[config.mk]
export PLATFORM = sky130hd
export DESIGN_NAME = vga_scaled_window
export DESIGN_NICKNAME = d
export VERILOG_FILES = /design/src/rtl/vga_scaled_window.sv
export SDC_FILE = /design/constraint.sdc
export NUM_CORES = 1
export LEC_CHECK = 0
export BUFFER_PORTS_ARGS = -buffer_cell sky130_fd_sc_hd__buf_2
export CORE_UTILIZATION = 58
export DETAILED_ROUTE_END_ITERATION = 12
export GPL_ROUTABILITY_DRIVEN = 0
export PLACE_DENSITY = 0.91
export SYNTH_ARGS = -nofsm -noshare
export SYNTH_HDL_FRONTEND = slang
export SYNTH_SLANG_ARGS = --single-unit
export TNS_END_PERCENT = 1
[constraint.sdc]
create_clock -name clk_25Mhz -period 2.8 [get_ports clk_25Mhz]
set_input_delay 0.56 -clock clk_25Mhz [delete_from_list [all_inputs] [get_ports clk_25Mhz]]
set_output_delay 0.56 -clock clk_25Mhz [all_outputs]
set_load 0.05 [all_outputs]
[src/rtl/vga_scaled_window.sv]
// VGA timing generator with a replicated image window: drives the image RAM address
// and realigns sync, enable and colour around the RAM read latency.
module vga_scaled_window #(
    parameter int          H_ACTIVE   = 640,
    parameter int          H_FP       = 16,
    parameter int          H_SYNC     = 96,
    parameter int          H_BP       = 48,
    parameter int          V_ACTIVE   = 480,
    parameter int          V_FP       = 10,
    parameter int          V_SYNC     = 2,
    parameter int          V_BP       = 33,
    parameter int          HS_POL     = 0,
    parameter int          VS_POL     = 0,
    parameter int          IMG_W      = 100,
    parameter int          IMG_H      = 100,
    parameter int          SCALE      = 2,
    parameter int          X0         = 0,
    parameter int          Y0         = 0,
    parameter int          RD_LAT     = 1,
    parameter int          COLOR_MODE = 0,
    parameter logic [7:0]  BORDER     = 8'h00,
    parameter int          ADDR_W     = 16
) (
    input  logic              clk_25Mhz,
    input  logic              rst_n,
    input  logic [7:0]        colorInput,
    output logic [ADDR_W-1:0] nextAddress,
    output logic              addr_valid,
    output logic              Hsync,
    output logic              Vsync,
    output logic              de,
    output logic              frame_start,
    output logic [7:0]        Red,
    output logic [7:0]        Green,
    output logic [7:0]        Blue,
    output logic              VGA_clk
);

    localparam int H_TOTAL  = H_SYNC + H_BP + H_ACTIVE + H_FP;
    localparam int V_TOTAL  = V_SYNC + V_BP + V_ACTIVE + V_FP;
    localparam int HW       = $clog2(H_TOTAL);
    localparam int VW       = $clog2(V_TOTAL);
    localparam int H_START  = H_SYNC + H_BP;
    localparam int H_END    = H_START + H_ACTIVE;
    localparam int V_START  = V_SYNC + V_BP;
    localparam int V_END    = V_START + V_ACTIVE;
    localparam int WX_START = H_START + X0;
    localparam int WX_END   = (WX_START + IMG_W * SCALE < H_END) ? WX_START + IMG_W * SCALE : H_END;
    localparam int WY_START = V_START + Y0;
    localparam int WY_END   = (WY_START + IMG_H * SCALE < V_END) ? WY_START + IMG_H * SCALE : V_END;
    localparam int NSTG     = RD_LAT + 1;

    localparam logic              HS_ON    = 1'(HS_POL);
    localparam logic              VS_ON    = 1'(VS_POL);
    localparam logic [2:0]        SC_LAST  = 3'(SCALE - 1);
    localparam logic [ADDR_W-1:0] ROW_STEP = ADDR_W'(IMG_W);

    typedef struct packed {
        logic fs;
        logic win;
        logic de;
        logic vs;
        logic hs;
    } flags_t;

    logic [HW-1:0]     r_h_cnt;
    logic [VW-1:0]     r_v_cnt;
    logic [31:0]       w_h;
    logic [31:0]       w_v;
    logic              w_h_wrap;
    logic              w_v_wrap;
    logic              w_hwin;
    logic              w_vwin;
    logic              w_win;
    logic [2:0]        r_xsub;
    logic [2:0]        r_ysub;
    logic [ADDR_W-1:0] r_col;
    logic [ADDR_W-1:0] r_row_base;
    flags_t            w_stage0;
    flags_t            r_dly [NSTG];
    flags_t            w_out;
    logic [7:0]        r_pix;
    logic [7:0]        w_r_map;
    logic [7:0]        w_g_map;
    logic [7:0]        w_b_map;

    assign VGA_clk  = clk_25Mhz;
    assign w_h      = 32'(r_h_cnt);
    assign w_v      = 32'(r_v_cnt);
    assign w_h_wrap = (w_h == H_TOTAL - 1);
    assign w_v_wrap = (w_v == V_TOTAL - 1);

    always_ff @(posedge clk_25Mhz or negedge rst_n) begin
        if (!rst_n) begin
            r_h_cnt <= '0;
            r_v_cnt <= '0;
        end else if (w_h_wrap) begin
            r_h_cnt <= '0;
            r_v_cnt <= w_v_wrap ? '0 : r_v_cnt + 1'b1;
        end else begin
            r_h_cnt <= r_h_cnt + 1'b1;
        end
    end

    // Window bounds already include clipping against the active area.
    assign w_hwin = (w_h >= WX_START) && (w_h < WX_END);
    assign w_vwin = (w_v >= WY_START) && (w_v < WY_END);
    assign w_win  = w_hwin && w_vwin;

    assign w_stage0 = {(w_h == H_START) && (w_v == V_START),
                       w_win,
                       (w_h >= H_START) && (w_h < H_END) && (w_v >= V_START) && (w_v < V_END),
                       (w_v < V_SYNC),
                       (w_h < H_SYNC)};

    // Column/row tracked incrementally so the address needs only one adder.
    always_ff @(posedge clk_25Mhz or negedge rst_n) begin
        if (!rst_n) begin
            r_xsub     <= '0;
            r_col      <= '0;
            r_ysub     <= '0;
            r_row_base <= '0;
        end else begin
            if (!w_hwin) begin
                r_xsub <= '0;
                r_col  <= '0;
            end else if (r_xsub == SC_LAST) begin
                r_xsub <= '0;
                r_col  <= r_col + 1'b1;
            end else begin
                r_xsub <= r_xsub + 1'b1;
            end

            if (w_h_wrap) begin
                if (w_v_wrap) begin
                    r_ysub     <= '0;
                    r_row_base <= '0;
                end else if (w_vwin) begin
                    if (r_ysub == SC_LAST) begin
                        r_ysub     <= '0;
                        r_row_base <= r_row_base + ROW_STEP;
                    end else begin
                        r_ysub <= r_ysub + 1'b1;
                    end
                end
            end
        end
    end

    assign addr_valid  = w_win;
    assign nextAddress = w_win ? (r_row_base + r_col) : '0;

    always_ff @(posedge clk_25Mhz or negedge rst_n) begin
        if (!rst_n) begin
            for (int i = 0; i < NSTG; i++) r_dly[i] <= '0;
            r_pix <= '0;
        end else begin
            r_dly[0] <= w_stage0;
            for (int i = 1; i < NSTG; i++) r_dly[i] <= r_dly[i-1];
            r_pix <= colorInput;
        end
    end

    assign w_out       = r_dly[NSTG-1];
    assign Hsync       = w_out.hs ? HS_ON : ~HS_ON;
    assign Vsync       = w_out.vs ? VS_ON : ~VS_ON;
    assign de          = w_out.de;
    assign frame_start = w_out.fs;

    generate
        if (COLOR_MODE == 1) begin : g_rgb332
            assign w_r_map = {r_pix[7:5], r_pix[7:5], r_pix[7:6]};
            assign w_g_map = {r_pix[4:2], r_pix[4:2], r_pix[4:3]};
            assign w_b_map = {4{r_pix[1:0]}};
        end else begin : g_gray
            assign w_r_map = r_pix;
            assign w_g_map = r_pix;
            assign w_b_map = r_pix;
        end
    endgenerate

    always_comb begin
        Red   = '0;
        Green = '0;
        Blue  = '0;
        if (w_out.de) begin
            if (w_out.win) begin
                Red   = w_r_map;
                Green = w_g_map;
                Blue  = w_b_map;
            end else begin
                Red   = BORDER;
                Green = BORDER;
                Blue  = BORDER;
            end
        end
    end

endmodule

==> run_results.csv, run 1 <==
group,metric,value,unit
status,status,"finished with violations",
status,failed_checks,"setup timing",
routing,drc,0,
floorplan,rows,30,
floorplan,fp.dieW,87.01,um
global_route,grt_pass1_vias,3934,
sta,clock.fmax,0.2966,GHz
layout,layout.nets,545,
layout,stdcell_count,618,
flow_run,drv_cap,0,
yosys,synthCells,451,
worst_setup_path,start_kind,"flop",
layout,fin_util,74.72,%
routing,via_per_inst,6.500,
sta,finalCritPeriodShare,120.4,%
power_and_ir_drop,power_density,421.6,nW/um^2
yosys,seq_area_frac_synth,44.18,%
routing,drt_first_iter_violations,530,
placed_design,io_buffers,55,
global_route,antenna_found_initial,0,
clock_network,cts_tree,"yes",
hold_path,hp-class,"input pin to asynchronous set/reset pin",
worst_setup_path,critPathMaxStageDelay,0.41,ns
floorplan,core,6869,um^2
worst_setup_path,path_class,"flop to output port",
clock_network,worstSkewPairLatency,0.47,ns
worst_setup_path,path_max_fanout,3,
floorplan,initial_core_util,61.02,%
layout,drive_gt1_share,26.63,%
placed_design,dp_hpwl,7273,um
power_and_ir_drop,vdd_ir_drop_max,0.3216,mV
global_route,grt_start_max_net_pins,36,
power_and_ir_drop,power.leakage,2.330,nW
worst_setup_path,reg2reg_slack,0.26,ns
sta,whs,0.1006,ns
sta,hold_viol,0,
clock_network,path_clk_slew,0.09,ns
floorplan,io_pins,56,
sta,fin_worst_skew,0.02210,ns
sta,drv_slew,0,
sta,layout_setup_ws,-0.5717,ns
yosys,synth-edff-count,0,
placed_design,dpl_cell_area,4564,um^2
yosys,synthFlopType,"dfrtp_1",
worst_setup_path,path_cells,"ha_1 > and3_4 > a221oi_2 > buf_4 > buf_4 > nor2b_1 > nor2_1 > xor2_1 > nor2_1 > buf_6",
yosys,async_flop_share,100.0,%
floorplan,fp.dieArea,7571,um^2
sta,relSlewSlack,49.05,%
routing,dr.pass1.iters,5,
floorplan,fp.dieH,87.01,um
global_route,grt_overflow,0,
yosys,synth.avg_cell_area,9.294,um^2
layout,layout_commonest_cell,"dfrtp_1",
worst_setup_path,end_kind,"output port",
worst_setup_path,cp_slowest_cell,"a221oi_2",
yosys,synth-seq-cells,74,
sta,max_slew.worst_pin.slew,0.7624,ns
sta,post-route-min-period,3.372,ns
layout,mostFrequentLayoutCells,"dfrtp_1, nor2_1, buf_2",
global_route,grt_pass1_wl,18620,um
yosys,synth_cell_types,50,
routing,drt-total-wl,12380,um
power_and_ir_drop,p_total,2.164,mW
placed_design,dp_cells,591,
worst_setup_path,required,2.24,ns
layout,n_antenna_cell,0,
routing,vias,4017,
worst_setup_path,arrival,2.81,ns
routing,final_antenna_net_count,0,
sta,setup_violations,14,
layout,area_growth,22.45,%
layout,design_area,5132,um^2
yosys,synth_nets,479,
yosys,syn_area,4192,um^2
global_route,grt_usage,32.87,%
routing,post_drt_wl_per_cell,20.04,um
yosys,yosysWarnings,0,
sta,rsz0062_at_grt,"true",
==> worst paths after layout <==
check / from / endpoint / cells after the start
worst max register to register: r_h_cnt[0]$_DFF_PN0_ / r_row_base[6]$_DFFE_PN0P_ / 7
min in group clk_25Mhz: colorInput[3] / r_pix[3]$_DFF_PN0_ / 1
max in group asynchronous: rst_n / r_row_base[6]$_DFFE_PN0P_ / 2
worst min register to register: r_dly[6]$_DFF_PN0_ / r_dly[1]$_DFF_PN0_ / 0
worst max-delay path: r_col[4]$_DFFE_PN0P_ / nextAddress[8] / 10
worst min-delay path: rst_n / r_h_cnt[1]$_DFF_PN0_ / 1
==> repair_timing <==
action,in CTS,in global routing
cloned,0,0
gates resized for setup,47,17
hold buffers,0,0
hold endpoints to repair,0,0
pin swaps,15,9
buffers inserted,5,3
setup endpoints to repair,17,17
==> flip-flops by register name, indices dropped and copies added, names as in the netlist, 3 cells and up <==
name	count
r_h_cnt	10
r_dly	8
r_ysub	3
r_col	16
r_pix	8
r_xsub	3
r_row_base	14
r_v_cnt	10
==> cell usage after synthesis (all sizes together), types with 3 or more instances <==
master | instances | share of area (%)
mux2i | 3 | 0.72
nor2b | 6 | 0.90
and4 | 7 | 1.5
or3 | 13 | 1.9
nor3 | 15 | 2.1
o21ai | 27 | 3.2
inv | 18 | 1.6
nand2b | 3 | 0.45
xor2 | 13 | 2.7
dfrtp | 74 | 44
and3 | 14 | 2.1
a21o | 6 | 1.1
and2 | 5 | 0.75
xnor2 | 19 | 4.0
buf | 23 | 3.8
ha | 18 | 5.4
nand4 | 13 | 2.1
nor4 | 6 | 1.0
a31oi | 5 | 0.75
a21oi | 26 | 3.1
nor2 | 50 | 4.5
nand3 | 17 | 2.0
o31ai | 3 | 0.54
o211ai | 3 | 0.54
clkbuf | 7 | 0.63
nand2 | 32 | 2.9
nor3b | 3 | 0.66
==> kinds of logic after synthesis <==
logic type               count (synthesis)  synth area share [%]
AO/OA/AOI/OAI                           84                 12.48
XOR/XNOR                                32                 6.687
adder cells (fa/ha/maj)                 18                 5.373
buffers and inverters                   48                 6.060
flip-flops                              74                 44.18
multiplexers                             5                 1.254
AND/OR/NAND/NOR                        190                 23.97
==> stage by stage <==
step,setup slack [ns],setup TNS [ns]
2_1_floorplan,-0.2862,-1.831
3_3_place_gp,0.1262,0
3_5_place_dp,0.05128,0
4_1_cts,-0.2889,-1.691
5_1_grt,-0.5354,-4.321
6_report,-0.5717,-3.896
==> routing by layer <==
metal	GRT usage [%]	wire length, um	up-vias
met5	0	0	-
met4	24.39	715	0
met3	8.531	1047	90
met2	53.04	6052	287
met1	37.71	4569	1923
li1	-	-	1717
==> cell type report <==
class	instances	area (um^2)
multi-input combinational	329	2247
sequential	74	1861
clock inverter	7	83.83
inverter	18	70.07
fill	432	1737
tap	96	120.1
clock buffer	13	170.2
timing repair buffer	81	580.6
==> where the power goes <==
| group | switching [mW] | internal (mW) |
|---|---|---|
| Sequential | 0.00133 | 1.07 |
| Combinational | 0.0225 | 0.00805 |
| Clock | 0.530 | 0.528 |
==> critical path: cells and delay by family, from the launching register on <==
kind | cells | cell delay, ns
AND/OR/NAND/NOR | 4 | 0.51
AO/OA/AOI/OAI | 1 | 0.41
flip-flops | 1 | 0.40
XOR/XNOR | 1 | 0.25
adder cells (fa/ha/maj) | 1 | 0.34
buffers and inverters | 3 | 0.44
Note: power is estimated with default switching activity, not from simulation.
==> run 2: changes to the inputs <==
--- a/config.mk
+++ b/config.mk
@@ -9,6 +9,7 @@
 export CORE_UTILIZATION = 58
 export DETAILED_ROUTE_END_ITERATION = 12
 export GPL_ROUTABILITY_DRIVEN = 0
+export MAX_ROUTING_LAYER = met4
 export PLACE_DENSITY = 0.91
 export SYNTH_ARGS = -nofsm -noshare
 export SYNTH_HDL_FRONTEND = slang
==> run 2 against run 1 <==
The run still ends with setup timing left. Core utilization unchanged. Maximum frequency increased by 1.9%. Non-clock buffer count unchanged. Critical path depth decreased by 1. Final cell count unchanged. Sequential share of layout area unchanged. Global-route usage increased by 1.1 points. Clock skew decreased by 0.0026 ns. Highest routed layer unchanged.
==> run_results.csv, run 2 (synthesis gave the netlist of run 1 again) <==
group,metric,value,unit
routing,post_drt_wl_per_cell,19.93,um
power_and_ir_drop,power.leakage,2.330,nW
layout,design_area,5132,um^2
routing,dr.pass1.iters,6,
clock_network,path_clk_slew,0.09,ns
flow_run,drv_cap,0,
worst_setup_path,arrival,2.75,ns
power_and_ir_drop,power_density,422.0,nW/um^2
layout,layout_commonest_cell,"dfrtp_1",
hold_path,hp-class,"input pin to asynchronous set/reset pin",
floorplan,core,6869,um^2
global_route,grt_overflow,0,
global_route,grt_usage,33.95,%
layout,reg.largest.list,"r_col: 16 flops, r_row_base: 14 flops",
worst_setup_path,end_kind,"output port",
clock_network,cts_tree,"yes",
placed_design,dp_hpwl,7273,um
layout,area_growth,22.45,%
global_route,grt_pass1_vias,3925,
floorplan,fp.dieH,87.01,um
worst_setup_path,path_max_fanout,3,
placed_design,dp_cells,591,
placed_design,io_buffers,55,
floorplan,initial_core_util,61.02,%
layout,drive_gt1_share,26.63,%
floorplan,fp.dieW,87.01,um
clock_network,cts_hold_buf,0,
placed_design,dpl_cell_area,4564,um^2
global_route,grt_pass1_wl,18650,um
power_and_ir_drop,p_total,2.166,mW
worst_setup_path,path_class,"flop to output port",
sta,max_slew.worst_pin.slew,0.7682,ns
sta,relSlewSlack,48.66,%
routing,drc,0,
power_and_ir_drop,vdd_ir_drop_max,0.3235,mV
floorplan,rows,30,
worst_setup_path,start_kind,"flop",
layout,largest_reg_flops,16,
sta,setup_violations,15,
sta,drv_slew,0,
placed_design,pre_cts_ws,0.05128,ns
layout,layout.nets,545,
floorplan,io_pins,56,
sta,post-route-min-period,3.310,ns
routing,vias,4036,
global_route,grt_start_max_net_pins,36,
sta,fin_setup_tns,-3.614,ns
routing,final_antenna_net_count,0,
layout,n_antenna_cell,0,
sta,clock.fmax,0.3021,GHz
worst_setup_path,required,2.24,ns
routing,via_per_inst,6.531,
layout,top_register,"r_col",
sta,fin_worst_skew,0.01950,ns
clock_network,worstSkewPairLatency,0.48,ns
layout,mostFrequentLayoutCells,"dfrtp_1, nor2_1, buf_2",
layout,stdcell_count,618,
sta,finalCritPeriodShare,118.2,%
floorplan,fp.dieArea,7571,um^2
sta,rsz0062_at_grt,"true",
sta,hold_viol,0,
status,failed_checks,"setup timing",
routing,drt_first_iter_violations,565,
status,status,"finished with violations",
routing,drt-total-wl,12320,um
global_route,antenna_found_initial,0,
sta,layout_setup_ws,-0.5096,ns
run 2: cell counts in the layout (fill, tap and decap cells not counted):
Identical to the previous run, type by type.
run 2: stage by stage:
| step | utilization [%] | hold WS [ns] |
|---|---|---|
| after floorplan | - | 0.2644 |
| after global placement | 66.45 | 0.3323 |
| after detailed placement | 66.45 | 0.3451 |
| after CTS | 73.48 | 0.1215 |
| after global routing | 74.72 | 0.1235 |
| final | 74.72 | 0.1005 |
run 2: power breakdown:
group | internal (mW) | total [mW] | switching (mW)
logic | 0.00804 | 0.0305 | 0.0225
registers | 1.07 | 1.07 | 0.00133
clock network | 0.528 | 1.06 | 0.533
run 2: final timing paths:
kind	start	endpoint	slack, ns	cells after the start
worst max register to register	r_h_cnt[0]$_DFF_PN0_	r_row_base[6]$_DFFE_PN0P_	0.29	7
max in group asynchronous	rst_n	r_row_base[6]$_DFFE_PN0P_	2.02	2
worst max-delay path	r_row_base[3]$_DFFE_PN0P_	nextAddress[15]	-0.51	9
worst min-delay path	rst_n	r_h_cnt[0]$_DFF_PN0_	0.10	1
min in group clk_25Mhz	colorInput[3]	r_pix[3]$_DFF_PN0_	0.18	1
worst min register to register	r_dly[6]$_DFF_PN0_	r_dly[1]$_DFF_PN0_	0.37	0
run 2: final cells by class:
type,count,area [um^2]
Fill cell,432,1737
Inverter,18,70.07
Clock buffer,13,170.2
Multi-Input combinational cell,329,2247
Timing Repair Buffer,81,580.6
Tap cell,96,120.1
Clock inverter,7,83.83
Sequential cell,74,1861
run 2: timing repair:
action                     CTS  global route
setup endpoints to repair   17            17
buffers inserted             5             3
resized for setup           47            17
pin swaps                   15             9
run 2: critical path: stages (launching register included):
cell and delay, ns:
dfrtp_1 0.42, ha_4 0.28, a21o_1 0.22, a221oi_2 0.12, o211ai_1 0.27, a31oi_1 0.15, buf_4 0.16, or3_4 0.34
a21oi_2 0.14, buf_6 0.17
run 2: layer usage:
layer	routed length (um)	track usage, %	vias to the layer above
met2	5930	53.26	317
met1	4475	37.83	1901
li1	-	-	1720
met4	762	24.09	0
met5	0	-	-
met3	1146	8.626	98
==> run 3: changes to the inputs <==
--- a/config.mk
+++ b/config.mk
@@ -11,6 +11,8 @@
 export GPL_ROUTABILITY_DRIVEN = 0
 export MAX_ROUTING_LAYER = met4
 export PLACE_DENSITY = 0.91
+export SKIP_CTS_REPAIR_TIMING = 1
+export SLEW_MARGIN = 20
 export SYNTH_ARGS = -nofsm -noshare
 export SYNTH_HDL_FRONTEND = slang
 export SYNTH_SLANG_ARGS = --single-unit
==> run 3 against run 2 <==
The flow still finishes with violations (setup timing). Register-to-register slack better by 0.02 ns. Core utilization shrank 0.69 points. First-iteration DRC count decreased by 25%. Via count is 4.8% lower. Sequential share of layout area up 0.31 points. Power down 0.62%. Clock skew shrank 0.0062 ns. Critical path depth did not move. Worst hold slack better by 0.0064 ns. Critical path type unchanged. Largest power group unchanged.
==> run_results.csv, run 3 (synthesis gave the netlist of run 1 again) <==
group,metric,value,unit
status,status,"finished with violations",
status,failed_checks,"setup timing",
routing,vias,3841,
worst_setup_path,reg2reg_slack,0.31,ns
layout,n_antenna_cell,0,
routing,drt_first_iter_violations,422,
routing,post_drt_wl_per_cell,18.55,um
worst_setup_path,path_class,"flop to output port",
worst_setup_path,critPathMaxStageDelay,0.40,ns
layout,top_register,"r_col",
global_route,grt_pass1_wl,16410,um
power_and_ir_drop,comb_power_share,1.4,%
sta,max_slew.worst_pin.slew,0.7361,ns
sta,clock.fmax,0.3064,GHz
routing,dr.pass1.iters,5,
flow_run,drv_cap,0,
power_and_ir_drop,pwr-share-clk,48.7,%
worst_setup_path,required,2.24,ns
worst_setup_path,start_kind,"flop",
routing,final_antenna_net_count,0,
sta,drv_slew,0,
worst_setup_path,end_kind,"output port",
global_route,grt_pass1_vias,3659,
placed_design,dp_hpwl,7273,um
layout,multi_input_area,2236,um^2
layout,mostFrequentLayoutCells,"dfrtp_1, nor2_1, buf_2",
placed_design,dp_cells,591,
routing,drt-total-wl,11450,um
sta,rsz0062_at_grt,"true",
worst_setup_path,timing.rr.end,"r_row_base[6]$_DFFE_PN0P_",
worst_setup_path,crit_start,"r_row_base[4]$_DFFE_PN0P_",
worst_setup_path,cp_top_family,"compound AO/OA/AOI/OAI gates",
worst_setup_path,path_max_fanout,3,
floorplan,rows,30,
power_and_ir_drop,internal_power,1.609,mW
placed_design,io_buffers,55,
layout,nFillCells,444,
sta,post-route-min-period,3.264,ns
sta,layout_setup_ws,-0.4642,ns
clock_network,path_clk_slew,0.08,ns
global_route,antenna_found_initial,0,
global_route,grt_usage,29.68,%
layout,drive_gt1_share,25.14,%
worst_setup_path,r2r_cells,7,
clock_network,cts_tree,"yes",
power_and_ir_drop,netSwitchingFraction,25.25,%
power_and_ir_drop,p_sw,0.5434,mW
layout,layout_commonest_cell,"dfrtp_1",
power_and_ir_drop,power_density,423.3,nW/um^2
layout,reg.largest.list,"r_col: 16 flops, r_row_base: 14 flops",
worst_setup_path,path_cells,"ha_1 > and3_4 > a22oi_2 > buf_4 > o211ai_1 > a31oi_1 > xor2_1 > nor2_1 > buf_6",
floorplan,fp.dieW,87.01,um
clock_network,worstSkewPairLatency,0.47,ns
sta,hold_viol,0,
worst_setup_path,cp_slowest_cell,"dfrtp_1",
sta,fin_worst_skew,0.01333,ns
global_route,grt_start_max_net_pins,36,
sta,relSlewSlack,50.81,%
floorplan,fp.dieArea,7571,um^2
layout,layout.nets,544,
routing,drc,0,
floorplan,io_pins,56,
sta,whs,0.1069,ns
floorplan,initial_core_util,61.02,%
power_and_ir_drop,vdd_ir_drop_max,0.3143,mV
floorplan,core,6869,um^2
layout,area_growth,21.31,%
routing,via_per_inst,6.225,
floorplan,fp.dieH,87.01,um
layout,largest_reg_flops,16,
global_route,grt_overflow,0,
worst_setup_path,cp_num_cells,9,
placed_design,pre_cts_ws,0.05128,ns
layout,seqCellArea,1859,um^2
sta,setup_violations,15,
worst_setup_path,crit_end,"nextAddress[13]",
power_and_ir_drop,power.leakage,2.316,nW
worst_setup_path,r2r_start,"r_h_cnt[0]$_DFF_PN0_",
sta,finalCritPeriodShare,116.6,%
power_and_ir_drop,seqPwrFrac,49.9,%
hold_path,hp-class,"input pin to asynchronous set/reset pin",
layout,stdcell_count,617,
worst_setup_path,worst-path-buf-inv,2,
worst_setup_path,arrival,2.70,ns
-- run 3: cell types whose count changed in the layout (fill, tap and decap cells not counted), moves of 3 or more --
| cell | previous run | this run |
|---|---|---|
| buf_6 | 14 | 8 |
| clkbuf_4 | 1 | 5 |
| nor3_1 | 11 | 14 |
| nor3_2 | 3 | 0 |
-- run 3: power groups by stage --
stage               combinational (mW)  sequential (mW)  clock (mW)
floorplan                   0.00000673             1.10      0.0770
finish                          0.0299             1.07        1.05
CTS                             0.0316             1.07        1.05
global route                    0.0347             1.08        1.12
detailed placement              0.0316             1.10      0.0681
global placement                0.0308             1.10      0.0681
-- run 3: metal layers --
layer,wire length [um],vias to the layer above,track usage [%],part of all wire (%)
met4,560,0,18.18,4.9
li1,-,1715,-,-
met5,0,-,-,0
met3,901,61,8.057,7.9
met2,5784,231,47.82,51
met1,4202,1834,32.82,37
-- run 3: per-stage QoR --
step           utilization, %  cell area [um^2]  power [mW]  TNS [ns]
2_1_floorplan               -              4200       1.173    -1.831
3_3_place_gp            66.45              4564       1.195         0
3_5_place_dp            66.45              4564       1.196         0
4_1_cts                 70.07              4813       2.161    -5.046
5_1_grt                 74.03              5085       2.229    -4.508
6_report                74.03              5085       2.152    -3.312
-- run 3: cell type report --
type / instances / area share (%)
tap: 96 / 2.362
clock inverter: 7 / 1.649
clock buffer: 13 / 3.346
inverter: 18 / 1.329
sequential: 74 / 36.56
multi-input combinational: 329 / 43.97
timing repair buffer: 80 / 10.78
-- run 3: worst min-delay path by stage --
stage / endpoint / slack [ns] / cells after the start
after floorplan: de$_DFF_PN0_ / 0.26 / 0
after global placement: de$_DFF_PN0_ / 0.33 / 0
after detailed placement: r_dly[3]$_DFF_PN0_ / 0.35 / 0
after CTS: r_h_cnt[0]$_DFF_PN0_ / 0.12 / 1
after global routing: r_h_cnt[0]$_DFF_PN0_ / 0.12 / 1
final: r_h_cnt[0]$_DFF_PN0_ / 0.11 / 1
